### src/rtl/frame_deframer.sv
// Receive-side frame deframer: hunts for the FAS, confirms alignment, then
// flywheels row/column position and forwards payload columns to the client.
module frame_deframer #(
    parameter int NUM_ROWS       = 4,
    parameter int NUM_COLS       = 1041,
    parameter int OH_COLS        = 16,
    parameter int CONFIRM_FRAMES = 1,
    parameter int LOSS_FRAMES    = 3
) (
    input  logic                        i_clk,
    input  logic                        i_rst,
    input  logic [7:0]                  i_line_data,
    input  logic                        i_line_data_valid,
    output logic [7:0]                  o_pyld_data,
    output logic                        o_pyld_data_valid,
    output logic [$clog2(NUM_ROWS)-1:0] o_row_cnt,
    output logic [$clog2(NUM_COLS)-1:0] o_col_cnt,
    output logic                        o_frame_start,
    output logic                        o_in_frame
);
    localparam int RW = $clog2(NUM_ROWS);
    localparam int CW = $clog2(NUM_COLS);
    localparam int FW = $clog2(CONFIRM_FRAMES + 1);
    localparam int LW = $clog2(LOSS_FRAMES + 1);
    localparam logic [47:0] FAS = 48'hF6F6F6282828;

    typedef enum logic [1:0] {HUNT, SYNC, LOCK} state_t;

    state_t        state, state_nxt;
    logic [47:0]   sr;
    logic [RW-1:0] row, row_nxt, row_inc, pos_row;
    logic [CW-1:0] col, col_nxt, col_inc, pos_col;
    logic [FW-1:0] conf, conf_nxt;
    logic [LW-1:0] miss, miss_nxt;
    logic          match, fas_pos, col_last, pyld_col;

    // row/col always hold the position of the byte currently on the input
    assign match    = ({sr[39:0], i_line_data} == FAS);
    assign fas_pos  = (row == '0) && (col == CW'(5));
    assign col_last = (col == CW'(NUM_COLS - 1));
    assign col_inc  = col_last ? '0 : col + 1'b1;
    assign row_inc  = !col_last ? row : (row == RW'(NUM_ROWS - 1)) ? '0 : row + 1'b1;
    assign pyld_col = (col >= CW'(OH_COLS)) && (col <= CW'(NUM_COLS - 2));
    assign o_in_frame = (state == LOCK);

    always_comb begin
        state_nxt = state;
        row_nxt   = row_inc;
        col_nxt   = col_inc;
        conf_nxt  = conf;
        miss_nxt  = miss;
        case (state)
            HUNT: begin
                if (match) begin
                    state_nxt = SYNC;
                    row_nxt   = '0;
                    col_nxt   = CW'(6);
                    conf_nxt  = '0;
                end
            end
            SYNC: begin
                if (fas_pos) begin
                    if (match) begin
                        conf_nxt = conf + 1'b1;
                        if (conf_nxt == FW'(CONFIRM_FRAMES)) begin
                            state_nxt = LOCK;
                            miss_nxt  = '0;
                        end
                    end else begin
                        state_nxt = HUNT;
                    end
                end
            end
            LOCK: begin
                if (fas_pos) begin
                    if (match) begin
                        miss_nxt = '0;
                    end else begin
                        miss_nxt = miss + 1'b1;
                        if (miss_nxt == LW'(LOSS_FRAMES)) state_nxt = HUNT;
                    end
                end
            end
            default: state_nxt = HUNT;
        endcase
    end

    // a HUNT byte that just matched is by definition row 0 column 5
    always_comb begin
        pos_row = row;
        pos_col = col;
        if (state_nxt == HUNT) begin
            pos_row = '0;
            pos_col = '0;
        end else if (state == HUNT) begin
            pos_row = '0;
            pos_col = CW'(5);
        end
    end

    always_ff @(posedge i_clk) begin
        if (!i_rst) begin
            state <= HUNT;
        end else if (i_line_data_valid) begin
            state <= state_nxt;
        end
    end

    always_ff @(posedge i_clk) begin
        if (!i_rst) begin
            sr                <= '0;
            row               <= '0;
            col               <= '0;
            conf              <= '0;
            miss              <= '0;
            o_pyld_data       <= '0;
            o_pyld_data_valid <= 1'b0;
            o_row_cnt         <= '0;
            o_col_cnt         <= '0;
            o_frame_start     <= 1'b0;
        end else begin
            o_pyld_data_valid <= 1'b0;
            o_frame_start     <= 1'b0;
            if (i_line_data_valid) begin
                sr                <= {sr[39:0], i_line_data};
                row               <= row_nxt;
                col               <= col_nxt;
                conf              <= conf_nxt;
                miss              <= miss_nxt;
                o_pyld_data       <= i_line_data;
                o_pyld_data_valid <= (state_nxt == LOCK) && pyld_col;
                o_row_cnt         <= pos_row;
                o_col_cnt         <= pos_col;
                o_frame_start     <= (state == LOCK) && (row == '0) && (col == '0);
            end
        end
    end
endmodule

### config.mk
export PLATFORM = sky130hd
export DESIGN_NAME = frame_deframer
export DESIGN_NICKNAME = d
export VERILOG_FILES = /design/src/rtl/frame_deframer.sv
export SDC_FILE = /design/constraint.sdc
export NUM_CORES = 1
export LEC_CHECK = 0
export ABC_CLOCK_PERIOD_IN_PS = 4400
export CORE_MARGIN = 5
export CORE_UTILIZATION = 47
export DETAILED_ROUTE_END_ITERATION = 10
export HOLD_SLACK_MARGIN = 0.02
export PLACE_DENSITY = 0.79
export SLEW_MARGIN = 0
export SYNTH_ARGS = -nofsm -noshare
export SYNTH_HDL_FRONTEND = slang
export SYNTH_SLANG_ARGS = --single-unit
### constraint.sdc
create_clock -name i_clk -period 4.4 [get_ports i_clk]
set_input_delay 0.66 -clock i_clk [delete_from_list [all_inputs] [get_ports i_clk]]
set_output_delay 0.66 -clock i_clk [all_outputs]
set_load 0.02 [all_outputs]
; ---- Word level (Yosys, flattened, before mapping)
; Cells that the tools add are included.
[classes]
order_cmp = 2
add_sub_neg = 4
muxes = 29
n_reduce_logical = 14
n_eq_ne = 13
[ops]
columns = op, count
row1 = two-way mux 11 bit, 5
row2 = "== test 48 bit, second input constant", 1
row3 = two-way mux 2 bit, 18
row4 = "adder 11 x 1 -> 11 bit, second input constant", 1
row5 = "== test 11 bit, second input constant", 1
row6 = "== test 11 x 3 -> 1 bit, second input constant", 1
row7 = ">= comparator 11 x 5 -> 1 bit, second input constant", 1
row8 = "less-or-equal comparator 11 bit, second input constant", 1
row9 = zero test 11 bit, 1
row10 = "== test 2 bit, second input constant", 4
row11 = "inequality test 2 bit, second input constant", 4
row12 = zero test 2 bit, 3
row13 = one-hot mux 2 bit (3 select lines), 1
row14 = AND reduction 6 bit, 1
row15 = logical AND 1 bit, 5
row16 = AND reduction 5 bit, 1
row17 = "adder 2 x 1 -> 2 bit, second input constant", 2
row18 = one-hot mux 2 bit (2 select lines), 1
row19 = nonzero test 2 bit, 2
row20 = two-way mux 1 bit, 3
row21 = "== test 2 x 1 -> 1 bit, second input constant", 1
row22 = "inequality test 2 x 1 -> 1 bit, second input constant", 1
row23 = one-hot mux 1 bit (2 select lines), 1
row24 = AND reduction 2 bit, 1
row25 = "adder 1 bit, second input constant", 1
[word_totals]
output_inout_bits = 24
elab_cells = 73
regBits = 81
input_bits = 11

; ---- Longest topological paths before layout
[logic_depth]
ltp_word = 8
depth_mapped = 8
mapped_depth_nobuf = 7

; ---- Worst setup path before layout
; OpenSTA, ideal clock, no wires.
[synth_path]
path_kind = reg-to-reg
startpoint = reg col[0]
endpoint = reg row[1]
required_ns = 4.277
slack_ns = 2.329
path_buffers = 1
stages_incl_launch_ff = 9
t_arrival_ns = 1.948
period_less_slack_ns = 2.071
setup_ns = 0.123
cell_sequence = dfxtp_1 inv_1 ha_1 or3b_2 or4_4 buf_6 and3_4 o21ai_1 o31ai_1
[synth_via]
elab_chain_len = 4
[synth_rtl]
columns = element, line_no
row1 = "start, declared", 32  ; logic [CW-1:0] col, col_nxt, col_inc, pos_col;
row2 = "start signal, assigned", 127  ; col <= col_nxt;
row3 = == test 11 bit *, 40  ; assign col_last = (col == CW'(NUM_COLS - 1));
row4 = two-way mux 2 bit *, 42  ; assign row_inc = !col_last ? row : (row == RW'(NUM_ROWS - 1)) ? '0 : row + 1'b1;
row5 = two-way mux 2 bit, 54  ; if (match) begin
row6 = two-way mux 2 bit *, 52  ; case (state)
row7 = "end signal, assigned", 126  ; row <= row_nxt;
row8 = "end, declared", 31  ; logic [RW-1:0] row, row_nxt, row_inc, pos_row;
; Mark *: on every way between the ends. The rest lies on a longest branch, timed or not.
; A chain may end at the register's enable or synchronous reset.

; ---- Final worst setup path
[layout_path]
startpoint = reg state[1]
endpoint = out o_in_frame
[layout_via]
elab_chain_len = 1
[layout_rtl]
columns = element, line_no
row1 = "start, declared", 29  ; state_t state, state_nxt;
row2 = "start signal, assigned", 105  ; state <= state_nxt;
row3 = == test 2 bit, 44  ; assign o_in_frame = (state == LOCK);
row4 = "end, declared", 19  ; output logic o_in_frame
; Every way passes these cells.

==> flow_metrics.env <==
export IMPL_power_frac_seq=0.548
export IMPL_worstHoldPathCells=2
export IMPL_clkLatencyLatePin_ps=350
export IMPL_routed_via_density=5.50
export IMPL_p_leak_nw=1.41
export IMPL_synth_async_sr_flop_share=0
export IMPL_cts_htree_levels=3
export IMPL_drc=0
export IMPL_hold_buffers=0
export IMPL_ioPinCount=35
export IMPL_fin_crit_ps=2550
export IMPL_peakVddDrop_uv=203
export IMPL_tightest_slew_ps=719
export IMPL_path_clk_slew_ps=80
export IMPL_rsz0062_at_grt="no"
export IMPL_drive_above_1_share=0.0815
export IMPL_syn_avg_cell_area_um2=9.39
export IMPL_cts_root_buf="clkbuf_8"
export IMPL_worstPathBufferInverterCount=2
export IMPL_synth_warnings=0
export IMPL_cp_start_kind="register"
export IMPL_grt_pass1_vias=2287
export IMPL_cp_required_ps=3740
export IMPL_drv_cap=0
export IMPL_seq_area_frac_synth=0.454
export IMPL_worstPathCellList="nand2b_1 -> inv_1 -> clkdlybuf4s50_1"
export IMPL_dr_wl_met2_um=3140
export IMPL_period_share=0.579
export IMPL_hold_start="o_row_cnt[0]$_SDFFE_PN0P_"
export IMPL_wl_met1_um=2970
export IMPL_combinationalPowerShare=0.073
export IMPL_dieArea_um2=8610
export IMPL_p_per_area_nw_per_um2=340
export IMPL_syn_instance_count=343
export IMPL_crit_path_max_incr_delay_ps=630
export IMPL_switching_share=0.255
export IMPL_finalSetupViolCount=0
export IMPL_cts_made_buffers=9
export IMPL_grtUsageTotal=0.155
export IMPL_worstSetupPathType="reg -> out"
export IMPL_antenna_found_initial=0
export IMPL_drt_pass1_iterations=4
export IMPL_max_slew_margin=0.519
export IMPL_outcome="completed"
export IMPL_cts_buffer_depth=2
export IMPL_num_antenna_cells=0
export IMPL_initial_utilization=0.479
export IMPL_ys_flop_type="dfxtp_1"
export IMPL_crit_arrival_ps=1890
export IMPL_postCtsResizedCells=0
export IMPL_die_x_um=92.8
export IMPL_fillers=592
export IMPL_num_rows=30
export IMPL_fin_area_um2=3680
export IMPL_fin_skew_ps=6.19
export IMPL_pwr_share_clk=0.379
export IMPL_maxUsedRoutingLayer="met4"
export IMPL_hold_path_end="o_row_cnt[0]$_SDFFE_PN0P_"
export IMPL_path_max_fanout=10
export IMPL_worst_r2r_cell_count=7
export IMPL_rr_endpoint="row[1]$_SDFFE_PN0P_"
export IMPL_grt_overflow=0
export IMPL_ys_ff_latch=73
export IMPL_grt_pass1_wl_um=10600
export IMPL_portBuffers=34
export IMPL_syn_num_nets=360
export IMPL_r2r_start="col[0]$_SDFFE_PN0P_"
export IMPL_synth_edf_count=0
export IMPL_syn_cell_area_um2=3220
export IMPL_power_w=0.00125
export IMPL_place_gp_congestion=0.814
export IMPL_yosys_cell_types_count=48
export IMPL_critical_path_slowest_cell="clkdlybuf4s50_1"
export IMPL_avgRoutedWirePerCell_um=14.4
export IMPL_clock_fmax_mhz=393
export IMPL_core_um2=6720
export IMPL_cp_top_family="buffers and inverters"
export IMPL_tns_ps=0
export IMPL_post_cts_buffers=0
export IMPL_drt_iter0_drc=133
export IMPL_wirelength_um=6440
export IMPL_cts_tree="yes"
export IMPL_hold_violations=0
export IMPL_slew_viol_final=0
export IMPL_area_growth_pct=14.3
export IMPL_p_sw_w=0.000320
export IMPL_final_nets=380
export IMPL_dp_hpwl_um=4470
export IMPL_die_h_um=92.8
export IMPL_wl_met3_um=260
export IMPL_reg2reg_slack_ps=2220
export IMPL_hold_class="reg -> reg"
export IMPL_drtAntennaViolNets=0
export IMPL_endpoint_kind="primary output"
export IMPL_placed_cell_area_um2=3500
export IMPL_grt_max_degree=58
export IMPL_num_vias=2464
export IMPL_p_int_w=0.000932
export IMPL_cts_sinks=73
==> flip-flops by register name, indices dropped and copies added, names as in the netlist <==
register / flops
o_pyld_data: 7
miss: 2
sr: 33
state: 2
row: 2
o_row_cnt: 2
o_pyld_data_valid: 1
o_frame_start: 1
o_col_cnt: 11
conf: 1
col: 11
==> stage by stage <==
step                utilization  hold WS, ps  setup slack [ps]  cells
detailed placement        0.521          448              1700    432
global placement          0.521          436              1760    432
global route              0.548          496              1740    448
finish                    0.548          458              1850    448
CTS                       0.548          467              1860    448
floorplan                     -          451              2330    343
==> routing by layer <==
metal	global-route usage	vias to the layer above
met1	0.194	1170
met5	0	-
met3	0.0544	9
met2	0.249	43
met4	0.0488	0
li1	-	1242
==> worst reg2reg max path: stages, from the launching register on <==
cell and delay, ps:
dfxtp_1 370, inv_1 100, ha_1 130, or3b_2 460
or4_4 570, and3_4 210, o21ai_1 130, o31ai_1 90
==> power by group through the flow <==
stage,Clock [W],Combinational (W),Sequential (W)
after floorplan,0,0.0000705,0.000696
after global routing,0.000523,0.0000994,0.000687
after CTS,0.000486,0.0000917,0.000685
after global placement,0,0.0000898,0.000700
after detailed placement,0,0.0000913,0.000701
final,0.000475,0.0000915,0.000685
==> logic make-up after synthesis <==
logic type	count (synthesis)	synth area share
AO/OA/AOI/OAI	43	0.0909
XOR/XNOR	8	0.0218
adder cells (fa/ha/maj)	6	0.0233
buffers and inverters	38	0.0664
flip-flops	73	0.454
multiplexers	42	0.131
AND/OR/NAND/NOR	133	0.213
==> how the worst max path moves through the flow <==
stage                     cells after the start                   from             endpoint  slack [ps]
after detailed placement                      6         i_line_data[5]  row[0]$_SDFFE_PN0P_        1700
after global routing                          3  state[1]$_SDFFE_PN0P_           o_in_frame        1740
after floorplan                               8    col[0]$_SDFFE_PN0P_  row[1]$_SDFFE_PN0P_        2330
final                                         3  state[1]$_SDFFE_PN0P_           o_in_frame        1850
after CTS                                     3  state[1]$_SDFFE_PN0P_           o_in_frame        1860
after global placement                        6         i_line_data[5]  row[0]$_SDFFE_PN0P_        1760
==> layout make-up <==
class	instances	area (µm²)	area share
multi-input cells	232	1550	0.420
clock buffers	10	138	0.0374
well taps	80	100	0.0272
flip-flops and latches	73	1460	0.397
inverters	11	41.3	0.0112
repair buffers	36	350	0.0952
clock inverters	6	43.8	0.0119
==> cell usage after synthesis, types with 2 or more instances <==
cell,n,share of area
nand2_1,23,0.027
o31ai_1,2,0.0047
o21ai_0,13,0.020
nor4bb_1,5,0.016
xnor2_1,7,0.019
buf_6,2,0.0070
a21oi_1,9,0.014
inv_1,11,0.013
and4_2,2,0.0062
nand3_1,7,0.011
nor2_1,53,0.062
mux2i_1,42,0.13
o21a_1,2,0.0047
nor3_1,11,0.017
and3_1,4,0.0078
dfxtp_1,73,0.45
nor4_1,4,0.0078
a22o_1,6,0.016
nand2b_1,2,0.0039
buf_4,9,0.021
nand4_1,6,0.012
ha_1,6,0.023
clkbuf_1,13,0.015
nand4b_1,4,0.011
a31oi_1,2,0.0039
nor4b_1,3,0.0082
==> placed cells by master (no fill, tap or decap), drive strengths merged, types with 2 or more instances in the layout <==
cell,instances
o21a,2
nor4b,3
nor2,54
a22o,7
nand4b,4
nor3,11
mux2i,42
nand2,23
o21ai,14
nand4,6
or4,2
a31oi,2
clkinv,2
clkinvlp,4
nand3,7
inv,11
dfxtp,73
clkdlybuf4s50,33
a21oi,10
nand2b,2
clkbuf,10
and3,5
ha,6
xnor2,7
o31ai,2
buf,3
nor4,5
nor4bb,5
and4,2
No activity file was read; power rests on OpenSTA's default activity.
